`config.mk`:
```
export PLATFORM = sky130hd
export DESIGN_NAME = motor_mode_sequencer
export DESIGN_NICKNAME = d
export VERILOG_FILES = /design/src/rtl/motor_mode_sequencer.sv
export SDC_FILE = /design/constraint.sdc
export NUM_CORES = 1
export LEC_CHECK = 0
export ABC_AREA = 1
export CORE_MARGIN = 4
export CORE_UTILIZATION = 56
export DETAILED_ROUTE_END_ITERATION = 8
export PLACE_DENSITY = 0.85
export SETUP_SLACK_MARGIN = 0.3
export SYNTH_ARGS = -nofsm -noshare
export SYNTH_HDL_FRONTEND = slang
export SYNTH_SLANG_ARGS = --single-unit
```
`constraint.sdc`:
```
create_clock -name clk -period 2.88 [get_ports clk]
set_input_delay 0.576 -clock clk [delete_from_list [all_inputs] [get_ports clk]]
set_output_delay 0.576 -clock clk [all_outputs]
set_load 0.01 [all_outputs]
```
`src/rtl/motor_mode_sequencer.sv`:
```
// Motor mode sequencer.
// Sequences the operating mode (IDLE/AUTO/MANUAL), the manual heat/cool
// direction with a forced dead time on reversal, the AUTO fan level derived
// from temperature, and an obstacle stop with a clear-reading hold-off.
// Every output comes straight from a register, so an input sampled on one
// rising edge shows up on the outputs right after that same edge.
module motor_mode_sequencer #(
    parameter int unsigned DEAD_TIME = 100,  // forced-stop cycles on heat<->cool reversal (expected >= 1)
    parameter int unsigned OBST_CM   = 5,    // obstacle when distance <= OBST_CM
    parameter int unsigned OBST_HOLD = 50,   // consecutive clear cycles before resuming
    parameter int unsigned T1        = 24,
    parameter int unsigned T2        = 27,
    parameter int unsigned T3        = 30
) (
    input  logic       clk,
    input  logic       reset,           // synchronous, active-low
    input  logic       btn_mode,
    input  logic       btn_hc,
    input  logic [7:0] temp,
    input  logic [9:0] distance,
    output logic [1:0] mode,
    output logic [1:0] heat_cool_stop,
    output logic [1:0] level,
    output logic       obstacle,
    output logic       busy
);

    // Operating modes (also the encoding driven on the mode output)
    localparam logic [1:0] MODE_IDLE   = 2'b00;
    localparam logic [1:0] MODE_AUTO   = 2'b01;
    localparam logic [1:0] MODE_MANUAL = 2'b10;

    // Direction states; HEAT/COOL/STOP double as the heat_cool_stop codes
    // and as the encoding of the stored request and the last driven direction
    // (STOP there meaning "no direction driven yet").
    localparam logic [1:0] DIR_HEAT = 2'd0;
    localparam logic [1:0] DIR_COOL = 2'd1;
    localparam logic [1:0] DIR_STOP = 2'd2;
    localparam logic [1:0] DIR_DEAD = 2'd3;

    // Counter widths cover the parameter values so saturation never wraps
    localparam int DEAD_W = (DEAD_TIME < 1) ? 1 : $clog2(DEAD_TIME + 1);
    localparam int HOLD_W = (OBST_HOLD < 1) ? 1 : $clog2(OBST_HOLD + 1);
    localparam logic [DEAD_W-1:0] DEAD_MAX = DEAD_W'(DEAD_TIME);
    localparam logic [HOLD_W-1:0] HOLD_MAX = HOLD_W'(OBST_HOLD);

    // Thresholds narrowed to the input widths for clean comparisons
    localparam logic [9:0] OBST_CM_C = 10'(OBST_CM);
    localparam logic [7:0] T1_C      = 8'(T1);
    localparam logic [7:0] T2_C      = 8'(T2);
    localparam logic [7:0] T3_C      = 8'(T3);

    // State registers
    logic [1:0]        mode_q,     mode_d;
    logic [1:0]        dir_q,      dir_d;
    logic [1:0]        req_q,      req_d;
    logic [1:0]        last_q,     last_d;
    logic [DEAD_W-1:0] dead_cnt_q, dead_cnt_d;
    logic              obst_q,     obst_d;
    logic [HOLD_W-1:0] hold_cnt_q, hold_cnt_d;

    // Output registers
    logic [1:0]        hcs_q,      hcs_d;
    logic [1:0]        level_q,    level_d;
    logic              busy_q,     busy_d;

    // Helpers
    logic              hc_evt;
    logic              near;
    logic              hold_done;
    logic              mode_switch;
    logic [DEAD_W-1:0] dead_inc;
    logic [HOLD_W-1:0] hold_inc;

    // Manual request sequence HEAT -> COOL -> STOP -> HEAT
    function automatic logic [1:0] step_req(input logic [1:0] r);
        case (r)
            DIR_HEAT: return DIR_COOL;
            DIR_COOL: return DIR_STOP;
            default:  return DIR_HEAT;
        endcase
    endfunction

    // AUTO fan level from temperature bands
    function automatic logic [1:0] temp_level(input logic [7:0] t);
        if (t >= T3_C) begin
            return 2'd3;
        end else if (t >= T2_C) begin
            return 2'd2;
        end else if (t >= T1_C) begin
            return 2'd1;
        end else begin
            return 2'd0;
        end
    endfunction

    // Next-state logic: mode, obstacle hold-off, direction FSM and outputs
    always_comb begin
        // Mode stepping; btn_mode wins over a simultaneous btn_hc
        mode_d = mode_q;
        if (btn_mode) begin
            case (mode_q)
                MODE_IDLE: mode_d = MODE_AUTO;
                MODE_AUTO: mode_d = MODE_MANUAL;
                default:   mode_d = MODE_IDLE;
            endcase
        end
        hc_evt      = btn_hc && !btn_mode && (mode_q == MODE_MANUAL);
        mode_switch = (mode_d != mode_q) &&
                      ((mode_q == MODE_MANUAL) || (mode_d == MODE_MANUAL));

        // Obstacle: any near reading (re)arms it, a run of clear readings releases it
        near      = (distance <= OBST_CM_C);
        hold_inc  = (hold_cnt_q == HOLD_MAX) ? hold_cnt_q : hold_cnt_q + 1'b1;
        obst_d    = obst_q;
        hold_cnt_d = hold_cnt_q;
        hold_done = 1'b0;
        if (mode_d == MODE_IDLE) begin
            obst_d     = 1'b0;
            hold_cnt_d = '0;
        end else if (near) begin
            obst_d     = 1'b1;
            hold_cnt_d = '0;
        end else if (obst_q) begin
            if (hold_inc >= HOLD_MAX) begin
                obst_d     = 1'b0;
                hold_cnt_d = '0;
                hold_done  = 1'b1;
            end else begin
                hold_cnt_d = hold_inc;
            end
        end

        // Direction FSM, live only while staying in MANUAL
        dead_inc   = (dead_cnt_q == DEAD_MAX) ? dead_cnt_q : dead_cnt_q + 1'b1;
        req_d      = req_q;
        dir_d      = dir_q;
        dead_cnt_d = dead_cnt_q;
        last_d     = last_q;
        if (mode_switch || (mode_q != MODE_MANUAL)) begin
            // Entering or leaving MANUAL (or not in it): everything back to STOP
            req_d      = DIR_STOP;
            dir_d      = DIR_STOP;
            dead_cnt_d = '0;
            if (mode_switch) begin
                last_d = DIR_STOP;
            end
        end else begin
            if (hc_evt) begin
                req_d = step_req(req_q);
            end
            if (obst_d) begin
                // Held stopped; requests keep being recorded for the resume
                dir_d      = DIR_STOP;
                dead_cnt_d = '0;
            end else if (hold_done) begin
                // Resume from the stored request; reversing the last driven
                // direction still has to wait out the dead time
                dead_cnt_d = '0;
                if (req_d == DIR_STOP) begin
                    dir_d = DIR_STOP;
                end else if ((last_q != DIR_STOP) && (last_q != req_d)) begin
                    dir_d = DIR_DEAD;
                end else begin
                    dir_d = req_d;
                end
            end else if (dir_q == DIR_DEAD) begin
                // btn_hc only moves the target; a STOP target ends the wait
                if (req_d == DIR_STOP) begin
                    dir_d      = DIR_STOP;
                    dead_cnt_d = '0;
                end else if (dead_inc >= DEAD_MAX) begin
                    dir_d      = req_d;
                    dead_cnt_d = '0;
                end else begin
                    dead_cnt_d = dead_inc;
                end
            end else if (hc_evt) begin
                if ((dir_q == DIR_HEAT) && (req_d == DIR_COOL)) begin
                    dir_d      = DIR_DEAD;
                    dead_cnt_d = '0;
                end else begin
                    dir_d = req_d;
                end
            end
        end
        if ((dir_d == DIR_HEAT) || (dir_d == DIR_COOL)) begin
            last_d = dir_d;
        end

        // Output values registered alongside the state
        hcs_d   = ((dir_d == DIR_HEAT) || (dir_d == DIR_COOL)) ? dir_d : DIR_STOP;
        busy_d  = (dir_d == DIR_DEAD);
        level_d = ((mode_d == MODE_AUTO) && !obst_d) ? temp_level(temp) : 2'd0;
    end

    // State and output registers with synchronous active-low reset
    always_ff @(posedge clk) begin
        if (!reset) begin
            mode_q     <= MODE_IDLE;
            dir_q      <= DIR_STOP;
            req_q      <= DIR_STOP;
            last_q     <= DIR_STOP;
            dead_cnt_q <= '0;
            obst_q     <= 1'b0;
            hold_cnt_q <= '0;
            hcs_q      <= DIR_STOP;
            level_q    <= 2'd0;
            busy_q     <= 1'b0;
        end else begin
            mode_q     <= mode_d;
            dir_q      <= dir_d;
            req_q      <= req_d;
            last_q     <= last_d;
            dead_cnt_q <= dead_cnt_d;
            obst_q     <= obst_d;
            hold_cnt_q <= hold_cnt_d;
            hcs_q      <= hcs_d;
            level_q    <= level_d;
            busy_q     <= busy_d;
        end
    end

    assign mode           = mode_q;
    assign heat_cool_stop = hcs_q;
    assign level          = level_q;
    assign obstacle       = obst_q;
    assign busy           = busy_q;

endmodule

```
Word level (Yosys, flattened, before mapping) --
Index checks and enable logic that the tools add are counted. Widths: inputs -> output; s select.
Storage, ports and cells: word-level logic and storage cells 99, input port bits 22, register bits 27, output and inout port bits 8
Cells by class: order comparisons 6, reduce and logical (&&, ||, !) cells 27, add/sub/neg operators 2, bitwise operators 1, equal/unequal tests 16, multiplexer cells 37
Operators with widths (count):
- $mux 7 | 6
- $mux 2 | 18
- $ge 8x5->1 const B | 3
- $mux 6 | 2
- $eq 2x1->1 const B | 5
- $eq 2x2->1 const B | 5
- $le 10x3->1 const B | 1
- $logic_not 2->1 | 5
- $mux 1 | 9
- $pmux 2 s2 | 2
- $reduce_and 2->1 | 4
- $reduce_bool 2->1 | 4
- $add 7x1->7 const B | 1
- $eq 7x7->1 const B | 1
- $ge 7x7->1 const B | 1
- $add 6x1->6 const B | 1
- $eq 6x6->1 const B | 1
- $ge 6x6->1 const B | 1
- $logic_and 1x1->1 | 6
- $ne 2x2->1 | 2
- $ne 2x2->1 const B | 2
- $reduce_or 4->1 | 1
- $logic_or 1x1->1 | 3
- $reduce_or 3->1 | 1
- other kinds (3) | 4

Depth between registers and ports, before layout --
depth in word-level cells 20, depth in mapped cells 15, depth with buffers taken out 15

Worst setup path after synthesis --
Ideal clock, no wire load.
path kind input to register, from in btn_hc, to reg dir_q[1], arrival time 1.559 ns, path slack 1.204 ns, stages 11, buffers on the path 0, required time 2.763 ns, setup time 0.117 ns, path through inv_1 nor2_1 nand3_1 nand2_1 inv_1 nor2_1 nand3_1 nand3_1 nand2_1 nor2_4 nand2_1
On the way: cells in the longest elaborated chain, start to end 12, elaborated cells between the ends (all ways) 19, those cells by class 3 x eq/ne; 12 x mux; 4 x reduce/logical
Ends and longest elaborated chain:
- start: declaration | RTL line 18 | input logic btn_hc,
- $logic_and 1x1->1 * (2 in series) | RTL line 108 | hc_evt = btn_hc && !btn_mode && (mode_q == MODE_MANUAL);
- $mux 2 | RTL line 149 | if (hc_evt) begin
- $mux 2 | RTL line 140 | if (mode_switch || (mode_q != MODE_MANUAL)) begin
- $eq 2x1->1 | RTL line 179 | if ((dir_q == DIR_HEAT) && (req_d == DIR_COOL)) begin
- $logic_and 1x1->1 | RTL line 179
- $mux 2 | RTL line 179
- $mux 2 | RTL line 178 | end else if (hc_evt) begin
- $mux 2 | RTL line 167 | end else if (dir_q == DIR_DEAD) begin
- $mux 2 * | RTL line 156 | end else if (hold_done) begin
- $mux 2 * | RTL line 152 | if (obst_d) begin
- $mux 2 * | RTL line 140
- end signal: assignment | RTL line 212 | dir_q <= dir_d;
- end: declaration | RTL line 55 | logic [1:0] dir_q, dir_d;
Mark *: on every way between the ends. The rest lies on a longest branch, timed or not. The select of a mux whose other input is x is not followed. A chain may end at the register's enable or synchronous reset.

Worst setup path in the final report --
from in btn_mode, to reg last_q[0]
On the way: cells in the longest elaborated chain, start to end 17, elaborated cells between the ends (all ways) 36, those cells by class 6 x eq/ne; 16 x mux; 14 x reduce/logical
Ends and longest elaborated chain:
- start: declaration | RTL line 17 | input logic btn_mode,
- $logic_not 1->1 | RTL line 108
- $logic_and 1x1->1 (2 in series) | RTL line 108
- $mux 2 | RTL line 149
- $mux 2 | RTL line 140
- $eq 2x1->1 | RTL line 179
- $logic_and 1x1->1 | RTL line 179
- $mux 2 | RTL line 179
- $mux 2 | RTL line 178
- $mux 2 | RTL line 167
- $mux 2 | RTL line 156
- $mux 2 | RTL line 152
- $mux 2 | RTL line 140
- $eq 2x1->1 / $logic_not 2->1 (equally long branches) | RTL line 187 | if ((dir_d == DIR_HEAT) || (dir_d == DIR_COOL)) begin
- $logic_or 1x1->1 | RTL line 187
- $reduce_bool 2->1 (no source line)
- $reduce_and 2->1 (no source line)
- end signal: assignment | RTL line 214 | last_q <= last_d;
- end: declaration | RTL line 57 | logic [1:0] last_q, last_d;
Several ways; a longest one is shown, not always the timed one. The select of a mux whose other input is x is not followed.

==> qor.csv <==
stage,metric,value,unit
run_status,status,"complete, no violations",
sta,final number of hold-violating endpoints,0,
critical_path,CP arrival,2420,ps
floorplan,I/O pin cnt,30,
clock_tree,clk slew on worst S/H paths,140,ps
logic_synthesis,xor/xnor share of the synthesized area,2.15,%
clock_tree,htree depth,1,
place,placer congestion estimate,0.863,
critical_path,Required @ worst endpoint,3160,ps
logic_synthesis,YS warnings,0,
global_routing,vias in the first global route,1385,
clock_tree,PostCTS Resize Cnt,0,
critical_path,"Worst Path Class, Setup",input port to register,
logic_synthesis,largest family of logic cells by synthesized area,simple AND/OR/NAND/NOR gates,
global_routing,antenna violations before repair,0,
routing,via-per-instance ratio,5.00,
sta,Final period util,74.3,%
logic_synthesis,post-synthesis adder-cell area fraction,3.07,%
critical_path,crit path from,btn_mode,
sta,Final Critical Period,2140,ps
cells_and_area,layout cells sized above 1,6.90,%
logic_synthesis,simple-gate share of the synthesized area,44.0,%
floorplan,Initial Util,58.7,%
clock_tree,CTS tree,built,
logic_synthesis,Compound-Gate Fraction of Synth Area,8.28,%
critical_path,CP top delay family,simple AND/OR/NAND/NOR gates,
clock_tree,CTS max path bufs,2,
critical_path,R2R cell count,14,
sta,final setup vio count,0,
sta,setup ws final,739,ps
critical_path,worst-path maximum fanout,9,
job,Max Cap Viol,0,
critical_path,CP most frequent cell,nand2_1,
floorplan,Die X,62.0,um
sta,max-slew violation count,0,
critical_path,Crit-path slowest cell,clkdlybuf4s50_1,
sta,unrepaired setup endpoints after global routing,no,
critical_path,Critical Path Start Type,input port,
critical_path,FF-to-FF Start,hold_cnt_q[1],
logic_synthesis,Mapped Area,1630,sq um
routing,DRT antenna net count,0,
clock_tree,total CTS buffers,3,
routing,Total Routed Length,3.29,mm
sta,slew at the pin closest to its max-slew limit,582,ps
logic_synthesis,sequential area share after synthesis,33.1,%
routing,initial drt markers,85,
clock_tree,CTS Root Cell,clkbuf_4,
global_routing,Total GRT Usage,19.0,%
critical_path,crit-path cells,"clkdlybuf4s50_1, nor2_1, nand3_1, nor3_1, nor2_1, nand2_1, nand3_1, nand2_1, nor2_4, nand2_2, nand2_1",
critical_path,"Buf+Inv Stages, Crit Path",1,
sta,setup TNS,0,ps
global_routing,first-pass GRT wire length,5.53,mm
logic_synthesis,mux contribution to synthesized area,0,%
clock_tree,# hold bufs at CTS,0,
place,number of I/O port buffers,28,
logic_synthesis,Syn Inst Count,258,
routing,Remaining DRCs,0,
place,Post-DP HPWL,2.71,mm
clock_tree,Worst-Skew Late Latency,320,ps
floorplan,chip height,62.0,um
routing,TritonRoute pass-1 iters,4,
cells_and_area,antenna cells,0,
clock_tree,clk sink count,27,
global_routing,GRT overflow,0,
power,P_leak,0.816,nW
critical_path,Worst R2R End,last_q[0],
power,PwrDens,311,nW/um^2
cells_and_area,# nets final,317,
sta,fmax,467,MHz
cells_and_area,P&R area growth vs syn,21.1,%
sta,Worst Skew,3.32,ps
sta,Worst slew margin,61.0,%
critical_path,CP endpoint,last_q[0],
place,post-place setup slack,363,ps
critical_path,critical path depth in cells,11,
power,Peak supply drop,310,uV
critical_path,crit end category,register,
logic_synthesis,Cell variety after synth,25,
critical_path,worst reg-to-reg setup slack,1030,ps
critical_path,crit-path max cell delay,540,ps
routing,detailed-route via count,1604,
logic_synthesis,"flops & latches, synth",27,
clock_tree,Post-CTS Setup Bufs,0,
logic_synthesis,Mean Syn Cell Area,6.33,sq um
floorplan,full die area,3840,sq um
floorplan,row cnt,19,
floorplan,Core Box Area,2780,sq um
cells_and_area,fillers,252,
min_path,Worst Hold Class,register to register,
logic_synthesis,Post-Syn Nets,284,
min_path,hold path startpoint,last_q[1],
global_routing,largest net degree at the start of global routing,15,
routing,drt wl/cell,10.3,um
cells in the mapped netlist:
master / count / area (sq um)
ha_1: 4 / 50.1
o21bai_1: 1 / 7.51
nor2_1: 40 / 150
a31oi_1: 1 / 6.26
inv_2: 2 / 7.51
o21ai_0: 4 / 20.0
nand2_1: 66 / 248
nand2_2: 6 / 37.5
o21ai_1: 1 / 5.00
a21oi_1: 13 / 65.1
a22oi_1: 1 / 7.51
nand2_4: 2 / 22.5
dfxtp_1: 27 / 541
a211oi_1: 1 / 7.51
a32oi_1: 1 / 8.76
nor3_1: 4 / 20.0
xor2_1: 4 / 35.0
or2_2: 1 / 6.26
inv_1: 38 / 143
clkinv_1: 1 / 3.75
nor2_2: 1 / 6.26
o211ai_1: 1 / 7.51
nand3_1: 28 / 140
nor2_4: 5 / 56.3
nand4_1: 5 / 31.3
metal layers:
layer  global-route usage (%)  vias to the layer above  routed length (um)
li1                         -                      879                   -
met1                     23.7                      696                1610
met2                     32.2                       25                1530
met3                     3.10                        4                 117
met4                     7.88                        0                  36
met5                        0                        -                   0
sequential cells by signal (all words and copies together) (netlist names):
name            count
dead_cnt_q          7
obstacle            1
heat_cool_stop      2
hold_cnt_q          6
dir_q               2
mode                2
req_q               2
busy                1
level               2
last_q              2
layout make-up:
| cell class | count | area [sq um] | area share (%) |
|---|---|---|---|
| well taps | 31 | 38.8 | 1.96 |
| repair buffers | 28 | 280 | 14.2 |
| inverters | 41 | 154 | 7.78 |
| multi-input cells | 190 | 938 | 47.4 |
| clock buffers | 4 | 26.3 | 1.33 |
| flip-flops and latches | 27 | 541 | 27.3 |
where the power goes:
group	switching [mW]	total, mW	leakage, nW	internal, mW
Combinational	0.0306	0.0701	0.582	0.0395
Sequential	0.00294	0.381	0.218	0.378
Clock	0.109	0.163	0.0150	0.0543
how the worst min path moves through the flow:
stage,endpoint,slack (ps),depth (start not counted)
finish,last_q[1],480,2
global route,last_q[1],530,2
CTS,last_q[1],480,2
detailed placement,last_q[1],460,2
global placement,last_q[1],450,2
floorplan,last_q[1],440,2
layout by cell type, fill, tap and decap left out, drive strengths merged, types with 5 or more instances in the layout:
cell / n
dfxtp: 27
o21ai: 5
inv: 40
nand4: 5
a21oi: 13
nor2: 46
nand2: 74
nand3: 28
clkdlybuf4s50: 28
worst register-to-register path, stage by stage (launching register included):
cell      delay [ps]
dfxtp_1          450
ha_1             200
nand2_1           70
clkinv_1          70
nand3_1           60
nand2_1          120
inv_2             50
nor2_4           120
nand3_1          100
nor2_1           160
nand2_1           90
nand2_1          110
nor2_4            50
nand2_2           70
nand2_1           40
per-stage QoR:
step | total power, mW | hold slack [ps] | area [sq um] | std cells | util (%)
6_report | 0.614 | 479 | 1980 | 321 | 71.1
5_1_grt | 0.645 | 529 | 1980 | 321 | 71.1
4_1_cts | 0.619 | 478 | 1980 | 321 | 71.1
3_5_place_dp | 0.459 | 460 | 1950 | 317 | 70.2
3_3_place_gp | 0.457 | 452 | 1950 | 317 | 70.2
2_1_floorplan | 0.416 | 439 | 1630 | 258 | -
cell families after synthesis:
group | Yosys count
compound gates | 24
xor+xnor | 4
fa+ha+maj | 4
buf+inv | 41
flops | 27
simple gates | 158
No activity file was read; power rests on OpenSTA's default activity.
